--- config.mk ---
export PLATFORM = sky130hd
export DESIGN_NAME = dsmem_reader
export DESIGN_NICKNAME = d
export VERILOG_FILES = /design/src/rtl/dsmem_reader.sv
export SDC_FILE = /design/constraint.sdc
export NUM_CORES = 1
export LEC_CHECK = 0
export ABC_AREA = 1
export BUFFER_PORTS_ARGS = -buffer_cell sky130_fd_sc_hd__buf_4
export CELL_PAD_IN_SITES_DETAIL_PLACEMENT = 0
export CELL_PAD_IN_SITES_GLOBAL_PLACEMENT = 1
export CORE_MARGIN = 4
export CORE_UTILIZATION = 25
export DETAILED_ROUTE_END_ITERATION = 6
export PLACE_DENSITY = 0.57
export RECOVER_POWER = 50
export SLEW_MARGIN = 0
export SYNTH_ARGS = -nofsm -noshare
export SYNTH_HDL_FRONTEND = slang
export SYNTH_SLANG_ARGS = --single-unit
--- constraint.sdc ---
create_clock -name clk -period 4 [get_ports clk]
set_input_delay 0.2 -clock clk [delete_from_list [all_inputs] [get_ports clk]]
set_output_delay 0.2 -clock clk [all_outputs]
set_load 0.005 [all_outputs]
--- src/rtl/dsmem_reader.sv ---
// Burst reader for a shift-register history memory: emits the newest
// min(len, fill) entries oldest-first through a valid/ready output register.
module dsmem_reader #(
  parameter int MSBD = 3,
  parameter int MSBA = 3,
  parameter int LAST = 15
) (
  input  logic            clk,
  input  logic            rst,
  input  logic            shift,
  input  logic            start,
  input  logic [MSBA+1:0] len,
  input  logic [MSBD:0]   mem_q,
  output logic [MSBA:0]   addr,
  output logic            shift_hold,
  output logic [MSBD:0]   dout,
  output logic            dout_valid,
  input  logic            dout_ready,
  output logic            busy,
  output logic            done,
  output logic            overrun
);

  localparam logic [MSBA+1:0] DEPTH = (MSBA+2)'(LAST + 1);

  typedef enum logic [1:0] {IDLE, FETCH, SEND, DONE} state_t;

  state_t          state_q;
  logic [MSBA+1:0] fill_q, fill_d;
  logic [MSBA:0]   idx_q;
  logic [MSBD:0]   dout_q;
  logic            doutValid_q;
  logic            busy_q;
  logic            done_q;
  logic            overrun_q;
  logic [MSBA+1:0] effLen;
  logic [MSBA+1:0] effLenM1;

  // Fill tracks the writer independently of the FSM and saturates at full depth.
  always_comb begin
    fill_d = fill_q;
    if (shift && (fill_q != DEPTH)) begin
      fill_d = fill_q + 1'b1;
    end
  end

  always_comb begin
    effLen = len;
    if (fill_q < effLen) begin
      effLen = fill_q;
    end
    if (DEPTH < effLen) begin
      effLen = DEPTH;
    end
    effLenM1 = effLen - 1'b1;
  end

  // idx doubles as the memory address, so it is left at 0 whenever not bursting.
  always_ff @(posedge clk) begin
    if (rst) begin
      state_q     <= IDLE;
      fill_q      <= '0;
      idx_q       <= '0;
      dout_q      <= '0;
      doutValid_q <= 1'b0;
      busy_q      <= 1'b0;
      done_q      <= 1'b0;
      overrun_q   <= 1'b0;
    end else begin
      fill_q <= fill_d;
      done_q <= 1'b0;
      if (shift && busy_q) begin
        overrun_q <= 1'b1;
      end
      case (state_q)
        IDLE: begin
          if (start) begin
            overrun_q <= 1'b0;
            if (effLen != '0) begin
              idx_q   <= effLenM1[MSBA:0];
              busy_q  <= 1'b1;
              state_q <= FETCH;
            end else begin
              done_q  <= 1'b1;
              state_q <= DONE;
            end
          end
        end
        FETCH: begin
          dout_q      <= mem_q;
          doutValid_q <= 1'b1;
          state_q     <= SEND;
        end
        SEND: begin
          if (dout_ready) begin
            doutValid_q <= 1'b0;
            if (idx_q == '0) begin
              busy_q  <= 1'b0;
              done_q  <= 1'b1;
              state_q <= DONE;
            end else begin
              idx_q   <= idx_q - 1'b1;
              state_q <= FETCH;
            end
          end
        end
        DONE: begin
          state_q <= IDLE;
        end
        default: begin
          state_q <= IDLE;
        end
      endcase
    end
  end

  assign addr       = idx_q;
  assign shift_hold = busy_q;
  assign busy       = busy_q;
  assign dout       = dout_q;
  assign dout_valid = doutValid_q;
  assign done       = done_q;
  assign overrun    = overrun_q;

endmodule

Word-level counts from Yosys, hierarchy flattened
Cells that the tools add are included.

cells by class
  add/sub/neg operators = 3
  order comparisons = 2
  equality and inequality tests = 9
  mux-type cells = 27
  reduce and logical (&&, ||, !) cells = 11

operators with widths
  operator               count
  $mux W4                4
  $mux W1                12
  $mux W5                2
  $ne A2 B2 Y1 const B   5
  $reduce_and A5 Y1      2
  $mux W2                4
  $pmux W2 S4            1
  $pmux W4 S2            1
  $sub A4 B1 Y4 const B  2
  $pmux W1 S2            3
  $add A5 B1 Y5 const B  1
  $lt A5 B5 Y1           1
  $lt A5 B5 Y1 const A   1
  $ne A5 B5 Y1 const B   1
  $reduce_bool A5 Y1     1
  $eq A2 B2 Y1 const B   2
  $logic_not A4 Y1       1
  $reduce_and A2 Y1      2
  $reduce_bool A2 Y1     2
  $eq A2 B1 Y1 const B   1
  $logic_and A1 B1 Y1    2
  $logic_not A2 Y1       1

word-level totals
  flip-flop bits (word level) = 19
  input port bits = 14
  output and inout port bits = 13
  logic and storage cells = 60

Depth between registers and ports, before layout
  word-level depth = 8
  depth in mapped cells = 17
  depth with buffers taken out = 17

Worst setup path before layout
Ideal clock, no wire load.

  path type = reg2reg
  start point = register fill_q[4]
  end point = register idx_q[2], in the netlist addr[2]
  library setup time = 0.130 ns
  arrival = 1.788 ns
  required time = 3.870 ns
  path slack = 2.082 ns
  stages on the path, launching flop included = 15
  path buffers = 0
  clock period less this slack = 1.918 ns
  cells stage by stage = dfxtp_1 ha_1 nand2_2 nor2_4 nand2_4 nand3_4 nand2_4 nand2_4 nand2_1 nand2_1 nand2_1 ha_1 xor2_1 nand2_1 a21oi_2

between the ends
  cells in the longest elaborated chain, start to end = 8
  elaborated cells on any way between the ends = 11
  classes of those cells = 1 x add/sub; 2 x order compare; 1 x eq/ne; 5 x mux; 2 x reduce/logical

RTL lines
  what                    RTL line  text
  from (decl)             29        logic [MSBA+1:0] fill_q, fill_d;
  from (signal assigned)  70        fill_q <= fill_d;
  $lt A5 B5 Y1            49        if (fill_q < effLen) begin
  $mux W5 (*)             49
  $lt A5 B5 Y1            52        if (DEPTH < effLen) begin
  $mux W5 (*)             52
  $sub A4 B1 Y4           55        effLenM1 = effLen - 1'b1;
  $mux W4                 79        if (effLen != '0) begin
  $mux W4                 77        if (start) begin
  $pmux W4 S2             75        case (state_q)
  to (signal assigned)    80        idx_q <= effLenM1[MSBA:0];
  to (signal assigned)    102       idx_q <= idx_q - 1'b1;
  to (decl)               30        logic [MSBA:0] idx_q;

Every way passes the cells marked *; elsewhere a longest branch is shown, timed or not. The select of a mux whose other input is x is not followed.
A chain may end at the register's enable or synchronous reset.

Worst setup path after layout
Ends and elaborated chain as after synthesis.

==> flow_summary.toml <==
[sta]
slew-limit-headroom_pct = 73.4
finalCriticalPeriod_ns = 2.10
setup_viol = 0
hold_viol = 0
fmax_ghz = 0.476
fin_worst_skew_ns = 0.00213
timing.setup.tns_ns = 0
tightest_slew_ns = 0.396
drv_slew = 0
finalCritPeriodShare_pct = 52.5
rsz0062_at_grt = "no"

[setup_path]
cp-start-kind = "flop"
cp.depth = 14
cp_max_fo = 7
cpPeakStageDelay_ns = 0.36
cpMostUsedCell = "nand2_1"
worst_r2r_path_depth = 14
critPathBufInv = 0
end_kind = "flop"
arrival_ns = 2.29
critPathKind = "reg -> reg"
worstPathCellList = "ha_1 > nand2_2 > nor2_4 > nand2_4 > nand3_4 > nand2_1 > nand2_1 > nand2_1 > nand2_1 > nand2_1 > ha_1 > xor2_1 > nand2_1 > a21oi_2"
cp.required_ns = 4.19
critPathTopFamily = "simple AND/OR/NAND/NOR gates"
cp_slowest_cell = "ha_1"

[place]
place_congestion = 0.708
io_buffer_count = 26
dpl.hpwl_um = 2430

[clock_network]
clkTransAtPathRegs_ns = 0.07
cts_tree = "yes"
post_cts_buffers = 0
post_cts_resized = 0
clockBufferDepth = 2
cts_inserted_buffers = 3
worst_skew_pair.late_latency_ns = 0.25
clock-sinks = 19
htreeDepth = 1
cts_hold_buf = 0
cts-root-buf = "clkbuf_8"

[die]
rows = 25
num_io_pins = 27
core_um2 = 4850
die_h_um = 79.8
die_w_um = 79.8
initial_core_util_pct = 26.6
dieArea_um2 = 6370

[logic_synthesis]
syn_inst = 187
synthSimpleGateAreaFrac_pct = 42.0
syn_area_per_cell_um2 = 6.89
syn_area_um2 = 1290
synth_top_family_by_area = "simple AND/OR/NAND/NOR gates"
synth_compound_area_share_pct = 10.7
muxShareOfSynthArea_pct = 0
synth_seq_cells = 19
synth_xor_area_share_pct = 0.680
yosysWarnings = 0
synth.yosys.seq_area_share_pct = 29.5
synth.top_cell.area_share_pct = 29.5
syn-num-nets = 208
synth-adder-area-share_pct = 6.80
ys_types = 32
synth_area_leader_cell = "dfxtp_1"
synthTopCellsByArea = "dfxtp_1, nand2_1, inv_1"

[pwr]
ir_worst_vdd_uv = 199
powerDensity_nw_per_um2 = 404
leakagePower_nw = 0.814
power_mw = 0.642

[grt]
antenna_found_initial = 0
grt_pass1_wl_um = 5420
grt_pass1_vias = 1225
grt_start_max_net_pins = 12
overflow = 0
track_usage_pct = 10.6

[routing]
drc_errors = 0
wire_per_inst_um = 10.6
drtAntennaViolNets = 0
routed_wirelength_um = 2980
vias_per_cell = 4.26
drt_iter0_drc = 46
vias = 1192
first_pass_iters = 4

[layout]
diodes = 0
nets = 235
post-route-util_pct = 32.8
drive_above_1_share_pct = 25.8
syn2layout_area_growth_pct = 23.4

[job]
cap_violations = 0

[worst_hold_path]
hold_depth = 2
hold_path_class = "in -> reg"

[run_status]
status = "completed"
==> placed cells by master (no fill, tap or decap), drive strengths merged <==
| cell type | count |
|---|---|
| o31ai | 1 |
| clkbuf | 16 |
| ha | 7 |
| nor2 | 26 |
| nand2 | 53 |
| inv | 29 |
| nand3 | 9 |
| o21a | 1 |
| or2 | 2 |
| buf | 13 |
| nor3 | 2 |
| o21ai | 10 |
| dfxtp | 19 |
| nor3b | 1 |
| a21oi | 10 |
| and2 | 1 |
| clkinv | 2 |
| nor4 | 2 |
| nand4 | 8 |
| xor2 | 1 |
==> state kept, by name (all words and copies together) (netlist names) <==
signal and flops:
dout_valid 1, fill_q 5, state_q 2, overrun 1, dout 4, done 1, addr 4, busy 1
==> cells in the mapped netlist, drive strengths merged <==
cell type and number:
a21oi 10, and2 1, buf 2, clkbuf 2, clkinv 1, dfxtp 19
ha 7, inv 29, nand2 53, nand3 9, nand4 8, nor2 26
nor3 2, nor3b 1, nor4 2, o21a 1, o21ai 10, o31ai 1
or2 2, xor2 1
==> cells by family (layout without fill, tap and decap cells) <==
kind of cell,count (synthesis),in the layout
flops,19,19
simple gates,104,104
xor+xnor,1,1
compound gates,22,22
buf+inv,34,60
fa+ha+maj,7,7
==> final cells by class <==
type | count | area, um2
Fill cell | 547 | 3260
Multi-Input combinational cell | 134 | 776
Sequential cell | 19 | 380
Timing Repair Buffer | 26 | 191
Inverter | 30 | 113
Tap cell | 67 | 83.8
Clock buffer | 3 | 41.3
Clock inverter | 1 | 5.00
==> metrics by stage <==
step | instance area, um2 | cells | hold slack, ns | worst slack (ns)
floorplan | 1290 | 187 | 0.365 | 2.08
global placement | 1550 | 276 | 0.452 | 1.92
detailed placement | 1550 | 276 | 0.456 | 1.86
CTS | 1590 | 280 | 0.176 | 1.89
global route | 1590 | 280 | 0.177 | 1.74
finish | 1590 | 280 | 0.185 | 1.90
==> worst reg2reg max path: cells and delay by family, from the launching register on <==
family	cells	cell delay [ns]
and+or+nand+nor	10	0.86
adders and majority gates	2	0.58
DFF	1	0.33
xor gates and xnor gates	1	0.16
AOI/OAI and AO/OA	1	0.12
==> routing by layer <==
layer	wire [um]	track usage, %	vias up
met1	1550	14.3	520
met4	15	3.55	0
li1	-	-	649
met2	1240	16.6	21
met5	0	0	-
met3	170	2.26	2
==> power by group <==
part	leakage [nW]	internal [mW]	switching, mW
registers	0.156	0.221	0.0265
logic	0.632	0.113	0.150
clock network	0.0255	0.0691	0.0625
total	0.814	0.403	0.239
==> path summary, 6_finish.rpt <==
path / from / to / slack, ns
hold / removal: rst / addr[0] / 0.18
setup reg to reg: fill_q[4] / addr[2] / 1.90
hold reg to reg: dout_valid / dout_valid / 0.46
setup / recovery: fill_q[4] / addr[2] / 1.90
No activity file was read; power rests on OpenSTA's default activity.
